## config.mk

```make
export PLATFORM = sky130hd
export DESIGN_NAME = multiply_unit
export DESIGN_NICKNAME = d
export VERILOG_FILES = /design/src/rtl/multiply_unit.sv
export SDC_FILE = /design/constraint.sdc
export NUM_CORES = 1
export LEC_CHECK = 0
export ABC_AREA = 1
export BUFFER_PORTS_ARGS = -buffer_cell sky130_fd_sc_hd__buf_2
export CAP_MARGIN = 10
export CORE_ASPECT_RATIO = 0.7
export CORE_MARGIN = 2
export CORE_UTILIZATION = 45
export CTS_BUF_LIST = sky130_fd_sc_hd__clkbuf_16
export DETAILED_ROUTE_END_ITERATION = 7
export PLACE_DENSITY_LB_ADDON = 0.08
export REMOVE_ABC_BUFFERS = 1
export SYNTH_ARGS = -nofsm -noshare
export SYNTH_HDL_FRONTEND = slang
export SYNTH_SLANG_ARGS = --single-unit
```

## constraint.sdc

```tcl
create_clock -name CLK -period 7.05 [get_ports CLK]
set_input_delay 1.0575 -clock CLK [delete_from_list [all_inputs] [get_ports CLK]]
set_output_delay 1.0575 -clock CLK [all_outputs]
set_load 0.02 [all_outputs]
```

## src/rtl/multiply_unit.sv

```systemverilog
// Iterative shift-add multiplier for MULU.W / MULS.W: one partial product per clock,
// sign applied once at the end from latched operand magnitudes.
module multiply_unit #(
  parameter int op_width = 16
) (
  input  logic                    CLK,
  input  logic                    RESET_N,
  input  logic                    START,
  input  logic                    SIGNED,
  input  logic [op_width-1:0]     A,
  input  logic [op_width-1:0]     B,
  output logic                    BUSY,
  output logic                    DONE,
  output logic [2*op_width-1:0]   RESULT,
  output logic                    FLAG_N,
  output logic                    FLAG_Z
);
  localparam int CW = $clog2(op_width + 1);

  typedef enum logic [1:0] {IDLE, RUN, FIX, DONE_S} state_t;

  state_t                  state, state_nxt;
  logic [op_width-1:0]     mcand, mplier;
  logic [op_width-1:0]     mag_a, mag_b;
  logic [2*op_width-1:0]   acc, prod;
  logic [op_width:0]       sum;
  logic [CW-1:0]           count;
  logic                    neg, last;

  // 0x8000 negates to itself, which is the correct unsigned magnitude.
  always_comb begin
    mag_a = (SIGNED && A[op_width-1]) ? -A : A;
    mag_b = (SIGNED && B[op_width-1]) ? -B : B;
    sum   = {1'b0, acc[2*op_width-1:op_width]} + (mplier[0] ? {1'b0, mcand} : '0);
    prod  = neg ? -acc : acc;
    last  = (count == CW'(op_width - 1));
  end

  always_ff @(posedge CLK) begin
    if (!RESET_N) state <= IDLE;
    else          state <= state_nxt;
  end

  always_comb begin
    state_nxt = state;
    case (state)
      IDLE:    if (START) state_nxt = RUN;
      RUN:     if (last)  state_nxt = FIX;
      FIX:     state_nxt = DONE_S;
      DONE_S:  state_nxt = IDLE;
      default: state_nxt = IDLE;
    endcase
  end

  assign BUSY = (state == RUN) || (state == FIX);
  assign DONE = (state == DONE_S);

  always_ff @(posedge CLK) begin
    if (!RESET_N) begin
      mcand  <= '0;
      mplier <= '0;
      acc    <= '0;
      count  <= '0;
      neg    <= 1'b0;
      RESULT <= '0;
      FLAG_N <= 1'b0;
      FLAG_Z <= 1'b0;
    end else begin
      case (state)
        IDLE: if (START) begin
          mcand  <= mag_a;
          mplier <= mag_b;
          neg    <= SIGNED & (A[op_width-1] ^ B[op_width-1]);
          acc    <= '0;
          count  <= '0;
        end
        // Add carry lands in the MSB as the accumulator shifts right.
        RUN: begin
          acc    <= {sum, acc[op_width-1:1]};
          mplier <= mplier >> 1;
          count  <= count + 1'b1;
        end
        FIX: begin
          RESULT <= prod;
          FLAG_N <= prod[2*op_width-1];
          FLAG_Z <= (prod == '0);
        end
        default: ;
      endcase
    end
  end
endmodule

```

# --- After elaboration in Yosys (flattened, before gate mapping) ---
# Cells that the tools add are included.
# Widths: inputs -> output; s select.
totals:
  in_bits: 36
  out_inout_bits: 36
  reg_bits: 106
  word_cells: 44
op_classes:
  n_mux: 13
  n_reduce_logical: 9
  n_eq_ne: 6
  n_bitwise: 2
  add_sub_neg: 5
op_table:
  columns: ["cell", "count"]
  rows:
  - ["$mux 16", 4]
  - ["$mux 32", 2]
  - ["$pmux 32 s2", 1]
  - ["$logic_not 32->1", 1]
  - ["$neg 16->16", 2]
  - ["$neg 32->32", 1]
  - ["$pmux 16 s2", 1]
  - ["$add 16x16->17", 1]
  - ["$pmux 5 s2", 1]
  - ["$pmux 2 s4", 1]
  - ["$reduce_and 2->1", 3]
  - ["$add 5x1->5 const B", 1]
  - ["$eq 5x4->1 const B", 1]
  - ["$mux 5", 1]
  - ["$eq 2x2->1 const B", 2]
  - ["$mux 2", 2]
  - ["$ne 2x2->1 const B", 2]
  - ["$eq 2x1->1 const B", 1]
  - ["$logic_and 1x1->1", 2]
  - ["$logic_not 2->1", 1]
  - ["$reduce_bool 2->1", 1]
  - ["$and 1x1->1", 1]
  - ["$logic_or 1x1->1", 1]
  - ["$xor 1x1->1", 1]

# --- Logic depth before layout (Yosys ltp) ---
# Gate-level depths: netlist of the first run.
logic_depth:
  word_depth: 4
  depth_mapped: 16
  ltp_nobuf: 15

# --- Worst setup path after synthesis of the first run ---
# Ideal clock, no wire load.
synth_path:
  path_type: "register -> register"
  startpoint: "reg mplier[0]"
  endpoint: "reg acc[27]"
  path_buffers: 2
  path_slack_ps: 4456
  synth_period_minus_slack_ps: 2594
  arrival_ps: 2462
  required_ps: 6918
  setup_ps: 132
  stages_incl_launch_ff: 17
  cell_sequence: "dfxtp_1 clkbuf_1 clkbuf_1 nand2_1 inv_1 ha_1 inv_1 fa_1 o21ai_0 a21oi_1 inv_1 nand2_1 nand2_1 a21oi_1 or2_2 nand2_1 a21oi_1"
synth_between:
  elab_chain_len: 3
synth_lines:
  columns: ["element", "line_no", "rtl"]
  rows:
  - ["start: declaration", "23", "logic [op_width-1:0] mcand, mplier;"]
  - ["start signal: assignment", "72", "mplier <= mag_b;"]
  - ["start signal: assignment", "80", "mplier <= mplier >> 1;"]
  - ["$mux 16", "34", "sum = {1'b0, acc[2*op_width-1:op_width]} + (mplier[0] ? {1'b0, mcand} : '0);"]
  - ["$add 16x16->17", "34", null]
  - ["$pmux 32 s2", "69", "case (state)"]
  - ["end signal: assignment", "79", "acc <= {sum, acc[op_width-1:1]};"]
  - ["end: declaration", "25", "logic [2*op_width-1:0] acc, prod;"]
# Every way passes these cells.
# A chain may end at the register's enable or synchronous reset.

# --- Worst setup path after layout of the first run ---
# Ends and elaborated chain as after synthesis.

==> impl_metrics.json, run 1 <==
{
  "timing.final.crit_period_ps": 2820,
  "cts_tree": "yes",
  "fp-row-count": 37,
  "synth_compound_area_frac": 0.183,
  "first_pass_iters": 5,
  "antenna_found_initial": 0,
  "ios": 72,
  "maxCapViolations": 0,
  "layout_common_cells": "nand2_1 (274), inv_1 (130), nor2_1 (127)",
  "initial_core_util": 0.458,
  "cts_resized": 0,
  "worst_hold_slack_ps": 462,
  "synthArstFlopShare": 0,
  "synth-seq-cells": 105,
  "ys_types": 46,
  "muxShareOfSynthArea": 0,
  "final_cells": 1293,
  "outcome": "complete, no violations",
  "fmax_mhz": 355,
  "synth_edf_count": 0,
  "root_buffer": "clkbuf_16",
  "clk_latency_ps": 360,
  "avgSynthCellArea_um2": 6.37,
  "drt-initial-drc-count": 472,
  "ys_seq_area_frac": 0.315,
  "die_w_um": 150,
  "startpoint_type": "register",
  "grt_pass1_vias": 5759,
  "ir_drop_v": 0.000124,
  "post_drt_wl_per_cell_um": 13.6,
  "vias_per_cell": 5.05,
  "synthCells": 1049,
  "ant_nets": 0,
  "hold_viol": 0,
  "fin_nets": 1157,
  "cts_made_buffers": 9,
  "track_usage": 0.231,
  "cts_htree_levels": 3,
  "drc": 0,
  "totalWireLength_um": 17600,
  "reg2reg_slack_ps": 4230,
  "p_leak_nw": 3.84,
  "vias": 6530,
  "worstMarginPinSlew_ps": 943,
  "grt_pass1_wl_um": 29300,
  "grt_overflow": 0,
  "hold_class": "register to register",
  "total_power_w": 0.00209,
  "dpl.hpwl_um": 12900,
  "yosysWarnings": 0,
  "ctsHoldBuffers": 0,
  "powerDensity_nw_per_um2": 281,
  "die-area_um2": 15800,
  "crit_start": "mplier[0]",
  "areaGrowthSynthToFinish_pct": 11.1,
  "fin_worst_skew_ps": 11.6,
  "io_buffers": 71,
  "synth_xor_area_frac": 0.0262,
  "required_ps": 7260,
  "cts_buffer_depth": 2,
  "rr_startpoint": "mplier[0]",
  "coreArea_um2": 14600,
  "crit_fanout": 17,
  "drive_above_1_share": 0.118,
  "critPathCaptureType": "register",
  "setup_viol": 0,
  "place_congestion": 0.903,
  "synth.cell_area_um2": 6680,
  "critPathKind": "register to register",
  "cts_setup_buffers": 0,
  "grt_max_degree": 56,
  "placed_area_um2": 7130,
  "dp.cells": 1278,
  "synthAdderAreaFrac": 0.0517,
  "fin_area_um2": 7420,
  "synth_top_family_by_area": "simple AND/OR/NAND/NOR gates",
  "final_common_cell": "nand2_1",
  "slew_violations": 0,
  "clock-sinks": 105,
  "period_share": 0.400,
  "tns_ps": 0,
  "arrival_ps": 3030,
  "die_h_um": 106,
  "synth_top_flop_cell": "dfxtp_1",
  "antennaDiodeCount": 0,
  "clkTransAtPathRegs_ps": 80,
  "yosys.area_share.simple": 0.322,
  "relSlewSlack": 0.372,
  "rsz0062_at_grt": "false",
  "hp-start": "acc[0]"
}
## cells in the mapped netlist, types with 2 or more instances
| master | instances | area (um2) |
|---|---|---|
| a211oi_1 | 3 | 22.5 |
| o221ai_1 | 4 | 35.0 |
| nand2_4 | 2 | 22.5 |
| nand3_1 | 46 | 230 |
| buf_2 | 4 | 20.0 |
| inv_1 | 129 | 484 |
| inv_2 | 3 | 11.3 |
| nand3b_1 | 8 | 60.1 |
| o211ai_1 | 27 | 203 |
| xor2_1 | 12 | 105 |
| nand2_2 | 5 | 31.3 |
| xnor2_1 | 8 | 70.1 |
| nor2_2 | 10 | 62.6 |
| o21ai_0 | 70 | 350 |
| ha_1 | 26 | 325 |
| nor3_1 | 8 | 40.0 |
| buf_4 | 3 | 22.5 |
| nand4_1 | 6 | 37.5 |
| nor4_1 | 2 | 12.5 |
| o21ai_2 | 2 | 17.5 |
| o21ai_1 | 5 | 25.0 |
| o21a_1 | 2 | 15.0 |
| or2_2 | 7 | 43.8 |
| o21bai_1 | 4 | 30.0 |
| clkbuf_1 | 31 | 116 |
| nor2_4 | 2 | 22.5 |
| dfxtp_1 | 105 | 2100 |
| buf_1 | 2 | 7.51 |
| nand3_2 | 6 | 60.1 |
| nand2_1 | 274 | 1030 |
| o22ai_1 | 2 | 12.5 |
| a21oi_1 | 90 | 450 |
| nor2_1 | 127 | 477 |
| clkinv_1 | 2 | 7.51 |
## per-stage QoR
stage	util	setup slack (ps)
finish	0.509	4230
global route	0.509	3930
CTS	0.509	4220
detailed placement	0.489	4020
floorplan	-	3650
global placement	0.489	4080
## power by group
part / total (W) / switching, W / internal, W
Sequential: 0.000803 / 0.0000800 / 0.000723
Clock: 0.000497 / 0.000226 / 0.000272
Combinational: 0.000785 / 0.000539 / 0.000245
## state kept, by name, summed over array words and instances (netlist names)
signal / count
count: 5
mcand: 16
mplier: 16
FLAG_Z: 1
acc: 32
neg: 1
state: 2
RESULT: 32
## layer usage
layer / global-route usage / share of wire / vias to the layer above / wire length [um]
met5: 0 / 0 / - / 0
met4: 0.0415 / 0.0086 / 0 / 151
met3: 0.0515 / 0.072 / 16 / 1260
met2: 0.303 / 0.36 / 194 / 6400
met1: 0.378 / 0.56 / 2844 / 9810
li1: - / - / 3476 / -
## critical path, stage by stage, from the launching register on
cell and delay, ps:
dfxtp_1 650, nand2_1 100, inv_1 80, ha_1 140, inv_1 60, fa_1 390, o21ai_0 280, a21oi_1 150
inv_1 150, nand2_1 70, nand2_1 90, a21oi_1 90, or2_2 280, nand2_1 70, a21oi_1 50
## cell type report
cell class / instances / area [um2]
fill: 1516 / 7160
multi-input combinational: 769 / 3900
sequential: 105 / 2100
inverter: 134 / 503
timing repair buffer: 75 / 385
tap: 195 / 244
clock buffer: 9 / 225
clock inverter: 6 / 61.3
## cells by family (layout without fill, tap and decap cells)
logic type	after synthesis	in the layout
simple gates	506	506
compound gates	216	216
buf+inv	175	224
flops	105	105
fa+ha+maj	27	27
xor+xnor	20	20
## path summary, 6_finish.rpt
path | depth (start not counted) | to
worst max-delay path | 14 | acc[27]
worst min-delay path | 2 | acc[0]
worst max register to register | 14 | acc[27]
worst min register to register | 2 | acc[0]
Power figures use the tool's default switching activity.
==> run 2, diff against run 1 <==
Settings changed: ABC_AREA 1 to 0.
Clock period 7.05 ns to 2.28 ns, I/O delays scaled along.
==> run 2 against run 1 <==
Against the previous run: the flow now finishes with violations (negative setup slack); combinational power rose to 4.0 times the previous value; highest routed layer unchanged; synthesized area down 4.8%; via count down 3.1%; largest power group is now combinational cells; clock-buffer cell count unchanged; global-route usage up 0.31 points; sequential share of layout area down 3.6 points.
==> impl_metrics.json, run 2 <==
{
  "outcome": "complete, but fails checks",
  "violations": "negative setup slack",
  "reg2reg_slack_ps": -430,
  "startpoint_type": "register",
  "drt-initial-drc-count": 301,
  "grt_pass1_wl_um": 29200,
  "grt_overflow": 0,
  "setup_viol": 5,
  "antenna_found_initial": 0,
  "crit_fanout": 4,
  "r2r_cells": 10,
  "synth_top_area_cell": "dfxtp_1",
  "tns_ps": -555,
  "p_seq_frac": 0.351,
  "worst_hold_slack_ps": 263,
  "final_cells": 1160,
  "fmax_mhz": 369,
  "p_int_w": 0.00414,
  "clkTransAtPathRegs_ps": 70,
  "cts_htree_levels": 3,
  "coreArea_um2": 13900,
  "synth_top_flop_cell": "dfxtp_1",
  "drc": 0,
  "die-area_um2": 15100,
  "root_buffer": "clkbuf_16",
  "slew_violations": 0,
  "synthTopCellsByArea": "dfxtp_1 (33%), nor2_1 (6.8%), xor2_1 (5.2%)",
  "p_comb_frac": 0.439,
  "cts_made_buffers": 9,
  "die_w_um": 146,
  "p_leak_nw": 3.61,
  "required_ps": 2560,
  "ios": 72,
  "avgSynthCellArea_um2": 7.83,
  "top_usage_layer": "met2",
  "synthTopCellsByCount": "nor2_1 (115), dfxtp_1 (105), nand2_1 (78)",
  "vias": 6327,
  "hp-start": "A[0]",
  "r2r-end": "FLAG_Z",
  "cts_buffer_depth": 2,
  "layout_common_cells": "buf_4 (116), nor2_1 (114), dfxtp_1 (99)",
  "grt_max_degree": 66,
  "critPathCaptureType": "register",
  "areaGrowthSynthToFinish_pct": 34.1,
  "synth_edf_count": 0,
  "relSlewSlack": 0.370,
  "antennaDiodeCount": 0,
  "synthCells": 812,
  "cts_tree": "yes",
  "hold-path-endpoint": "mcand[0]",
  "rr_startpoint": "acc[3]",
  "ir_drop_v": 0.000450,
  "use_met3": 0.0395,
  "fp-row-count": 36,
  "track_usage": 0.234,
  "hold_class": "input port to register",
  "use_met2": 0.388,
  "yosysWarnings": 0,
  "period_share": 1.19,
  "first_pass_iters": 5,
  "netSwitchingFraction": 0.416,
  "dpl.hpwl_um": 12700,
  "clk_latency_ps": 350,
  "fin_worst_skew_ps": 7.18,
  "pwr-share-clk": 0.210,
  "die_h_um": 103,
  "ant_nets": 0,
  "ctsHoldBuffers": 0,
  "dp.cells": 1132,
  "hold_viol": 0,
  "fillCellCount": 1292,
  "synth-seq-cells": 105,
  "totalWireLength_um": 17900,
  "place_congestion": 0.886,
  "maxCapViolations": 0,
  "worstMarginPinSlew_ps": 945,
  "initial_core_util": 0.458,
  "fin_util": 0.614,
  "grt_pass1_vias": 6053,
  "post_drt_wl_per_cell_um": 15.4,
  "critPathKind": "register to register",
  "synthArstFlopShare": 0,
  "worst_slack_ps": -429,
  "powerDensity_nw_per_um2": 834,
  "fin_nets": 1028,
  "crit_start": "acc[3]",
  "vias_per_cell": 5.45,
  "io_buffers": 71,
  "net-switching-power_w": 0.00296,
  "ys_types": 61,
  "drive_above_1_share": 0.314,
  "top_regs": "RESULT (32), acc (32)",
  "synth_top_cell_area_share": 0.331,
  "use_met1": 0.331,
  "synth.cell_area_um2": 6360,
  "ys_seq_area_frac": 0.331,
  "yosysMostFrequentCell": "nor2_1",
  "rsz0062_at_grt": "true",
  "final_common_cell": "buf_4",
  "timing.final.crit_period_ps": 2710,
  "arrival_ps": 2990,
  "holdPathStages": 3,
  "clock-sinks": 105
}
==> run 2: worst max-delay path by stage <==
stage                          to  slack (ps)  cells after the start
final                      FLAG_Z        -430                     10
after global routing       FLAG_Z        -570                     10
after CTS                  FLAG_Z        -430                     10
after detailed placement   FLAG_Z        -650                      8
after global placement     FLAG_Z        -550                      8
after floorplan           acc[31]       -1010                      5
==> run 2: cell families (layout without fill, tap and decap cells) <==
family,after synthesis,count (layout),synth area share
XOR/XNOR,63,63,0.0868
buffers and inverters,78,235,0.0488
flip-flops,105,105,0.331
multiplexers,9,9,0.0148
AO/OA/AOI/OAI,223,224,0.233
adder cells (fa/ha/maj),27,27,0.0543
AND/OR/NAND/NOR,307,307,0.231
==> run 2: area by class of cell <==
type	count	area [um2]	share of cell area
clock buffers	9	225	0.0264
clock inverters	7	51.3	0.00602
inverters	19	73.8	0.00866
multi-input cells	630	4450	0.522
flip-flops and latches	105	2110	0.248
well taps	190	238	0.0279
repair buffers	200	1380	0.161
==> run 2: what timing repair did <==
action                                  4_1_cts  5_1_grt
pin swaps                                    34       52
cloned                                        0        2
endpoints found under the setup margin       14       23
resized for setup                            54       55
buffers inserted                              9        6
==> run 2: power groups by stage <==
stage	Sequential (W)	Combinational [W]	Clock (W)
after floorplan	0.00280	0.00151	0
after global placement	0.00251	0.00282	0
after detailed placement	0.00253	0.00287	0
after CTS	0.00249	0.00295	0.00153
after global routing	0.00255	0.00346	0.00160
final	0.00250	0.00312	0.00149
==> run 2: critical path, stage by stage, from the launching register on <==
cell     delay, ps
dfxtp_2        330
buf_6          110
nor4_4         310
nand4_1        160
buf_6          170
or3_4          360
o31ai_4        220
xor2_2         190
nand4_1        120
or4_1          520
o21ai_1        130
==> run 2: stage by stage <==
stage | setup slack, ps | power [W] | area [um2]
floorplan | -1010 | 0.00431 | 6120
finish | -429 | 0.00710 | 8520
global placement | -546 | 0.00533 | 7620
global route | -574 | 0.00762 | 8520
detailed placement | -652 | 0.00539 | 7620
CTS | -430 | 0.00697 | 8210
==> run 2: metal layers <==
layer,wire [um],up-vias,part of all wire
met3,752,16,0.042
met5,0,-,0
li1,-,3187,-
met2,8130,112,0.45
met1,8840,3012,0.49
met4,169,0,0.0094
==> run 3, diff against run 2 <==
Settings changed: CELL_PAD_IN_SITES_DETAIL_PLACEMENT set to 1, CELL_PAD_IN_SITES_GLOBAL_PLACEMENT set to 2, CORE_UTILIZATION 45 to 31, PLACE_DENSITY_LB_ADDON 0.08 to 0.1.
==> run 3 against run 2 <==
Against the previous run: the run still ends with negative setup slack left; wire length rose by 24%; clock power up 13%; sequential power about the same; register-to-register slack improved by 30 ps; worst setup slack improved by 34 ps; critical path depth unchanged; clock skew about the same; maximum frequency is 1.3% higher; critical path type unchanged.
==> impl_metrics.json, run 3 (synthesized netlist as in run 2, its figures left out) <==
{
  "setup_viol": 11,
  "vias_per_cell": 5.16,
  "fin_util": 0.448,
  "violations": "negative setup slack",
  "grt_overflow": 0,
  "fmax_mhz": 374,
  "antenna_found_initial": 0,
  "ios": 72,
  "fin_nets": 1050,
  "die-area_um2": 21700,
  "drc": 0,
  "grt_pass1_wl_um": 35100,
  "total_power_w": 0.00742,
  "pwr-share-clk": 0.228,
  "slew_violations": 0,
  "layout_common_cells": "buf_4 (133), nor2_1 (113), dfxtp_1 (96)",
  "clock-sinks": 105,
  "cts_made_buffers": 9,
  "die_h_um": 124,
  "cts_buffer_depth": 2,
  "required_ps": 2580,
  "hp-start": "A[0]",
  "regArea_um2": 2120,
  "hold_class": "input port to register",
  "dpl.hpwl_um": 15900,
  "final_common_cell": "buf_4",
  "post-place-ws_ps": -545,
  "powerDensity_nw_per_um2": 830,
  "first_pass_iters": 4,
  "fp-row-count": 43,
  "critPathCaptureType": "register",
  "drt-initial-drc-count": 360,
  "outcome": "complete, but fails checks",
  "p_int_w": 0.00440,
  "timing.final.crit_period_ps": 2670,
  "netSwitchingFraction": 0.407,
  "cts_htree_levels": 3,
  "cts_tree": "yes",
  "worstMarginPinSlew_ps": 554,
  "grt_max_degree": 66,
  "track_usage": 0.205,
  "grt_pass1_vias": 6644,
  "fin_area_um2": 8940,
  "io_buffers": 71,
  "totalWireLength_um": 22200,
  "hold_viol": 0,
  "net-switching-power_w": 0.00302,
  "critPathKind": "register to register",
  "fin_worst_skew_ps": 7.35,
  "multi_input_area_um2": 4510,
  "top_regs": "RESULT (32), acc (32)",
  "coreArea_um2": 20000,
  "fillCellCount": 2387,
  "worst_slack_ps": -395,
  "ant_nets": 0,
  "rr_startpoint": "acc[5]",
  "p_leak_nw": 3.78,
  "drive_above_1_share": 0.336,
  "rsz0062_at_grt": "true",
  "clkTransAtPathRegs_ps": 70,
  "vias": 6517,
  "placed_area_um2": 7780,
  "place_congestion": 0.836,
  "crit_fanout": 3,
  "die_w_um": 175,
  "period_share": 1.17,
  "tns_ps": -1160,
  "p_seq_frac": 0.338,
  "startpoint_type": "register",
  "crit_start": "acc[5]",
  "initial_core_util": 0.318,
  "areaGrowthSynthToFinish_pct": 40.7,
  "relSlewSlack": 0.629,
  "ir_drop_v": 0.000362,
  "root_buffer": "clkbuf_16",
  "clk_latency_ps": 360,
  "ctsHoldBuffers": 0,
  "maxCapViolations": 0,
  "p_comb_frac": 0.434,
  "arrival_ps": 2970,
  "post_drt_wl_per_cell_um": 17.6
}
run 3: cell count changes in the layout (fill, tap and decap cells not counted), sizes merged:
cell      change
buf          +23
bufinv        +2
clkinvlp      +1
diode         +1
inv           -3
o21ai         -1
run 3: power groups by stage:
stage          clock network, W  logic, W  registers, W
3_5_place_dp                  0   0.00305       0.00253
5_1_grt                 0.00182   0.00356       0.00257
4_1_cts                 0.00174   0.00315       0.00250
6_report                0.00169   0.00322       0.00251
2_1_floorplan                 0   0.00151       0.00280
3_3_place_gp                  0   0.00297       0.00251
run 3: through the flow:
step | hold slack (ps) | instances
floorplan | 427 | 753
global placement | 438 | 1216
detailed placement | 442 | 1216
CTS | 231 | 1256
global route | 253 | 1262
finish | 251 | 1263
run 3: worst paths after layout:
kind                                  end  slack (ps)  cells past startpoint
worst min register to register  mplier[3]         450                      2
worst max-delay path               FLAG_Z        -390                     10
worst min-delay path             mcand[0]         250                      3
worst max register to register     FLAG_Z        -390                     10
run 3: worst max-delay path: stages, from the launching register on:
cell	delay (ps)
dfxtp_2	330
buf_6	120
nor4_4	320
nand4_1	250
buf_4	220
or3_4	350
mux2i_1	160
and3_1	170
a31oi_1	50
or4_1	520
o21ai_1	130
run 3: repair_timing:
item | 4_1_cts | 5_1_grt
setup endpoints to repair | 16 | 19
gates resized for setup | 71 | 59
pin swaps | 47 | 40
setup buffers | 25 | 9
cloned | 0 | 1
run 3: final cells by class:
cell class,count,area share
clock buffer,9,0.0252
multi-input combinational,629,0.504
tap,270,0.0378
clock inverter,7,0.00965
timing repair buffer,223,0.178
sequential,105,0.237
inverter,19,0.00797
antenna,1,0.000280
run 3: routing by layer:
layer | global-route usage | vias up | routed length (um)
met2 | 0.325 | 83 | 9840
met4 | 0.0516 | 0 | 256
met5 | 0 | - | 0
met3 | 0.0317 | 18 | 654
li1 | - | 3235 | -
met1 | 0.293 | 3181 | 11500
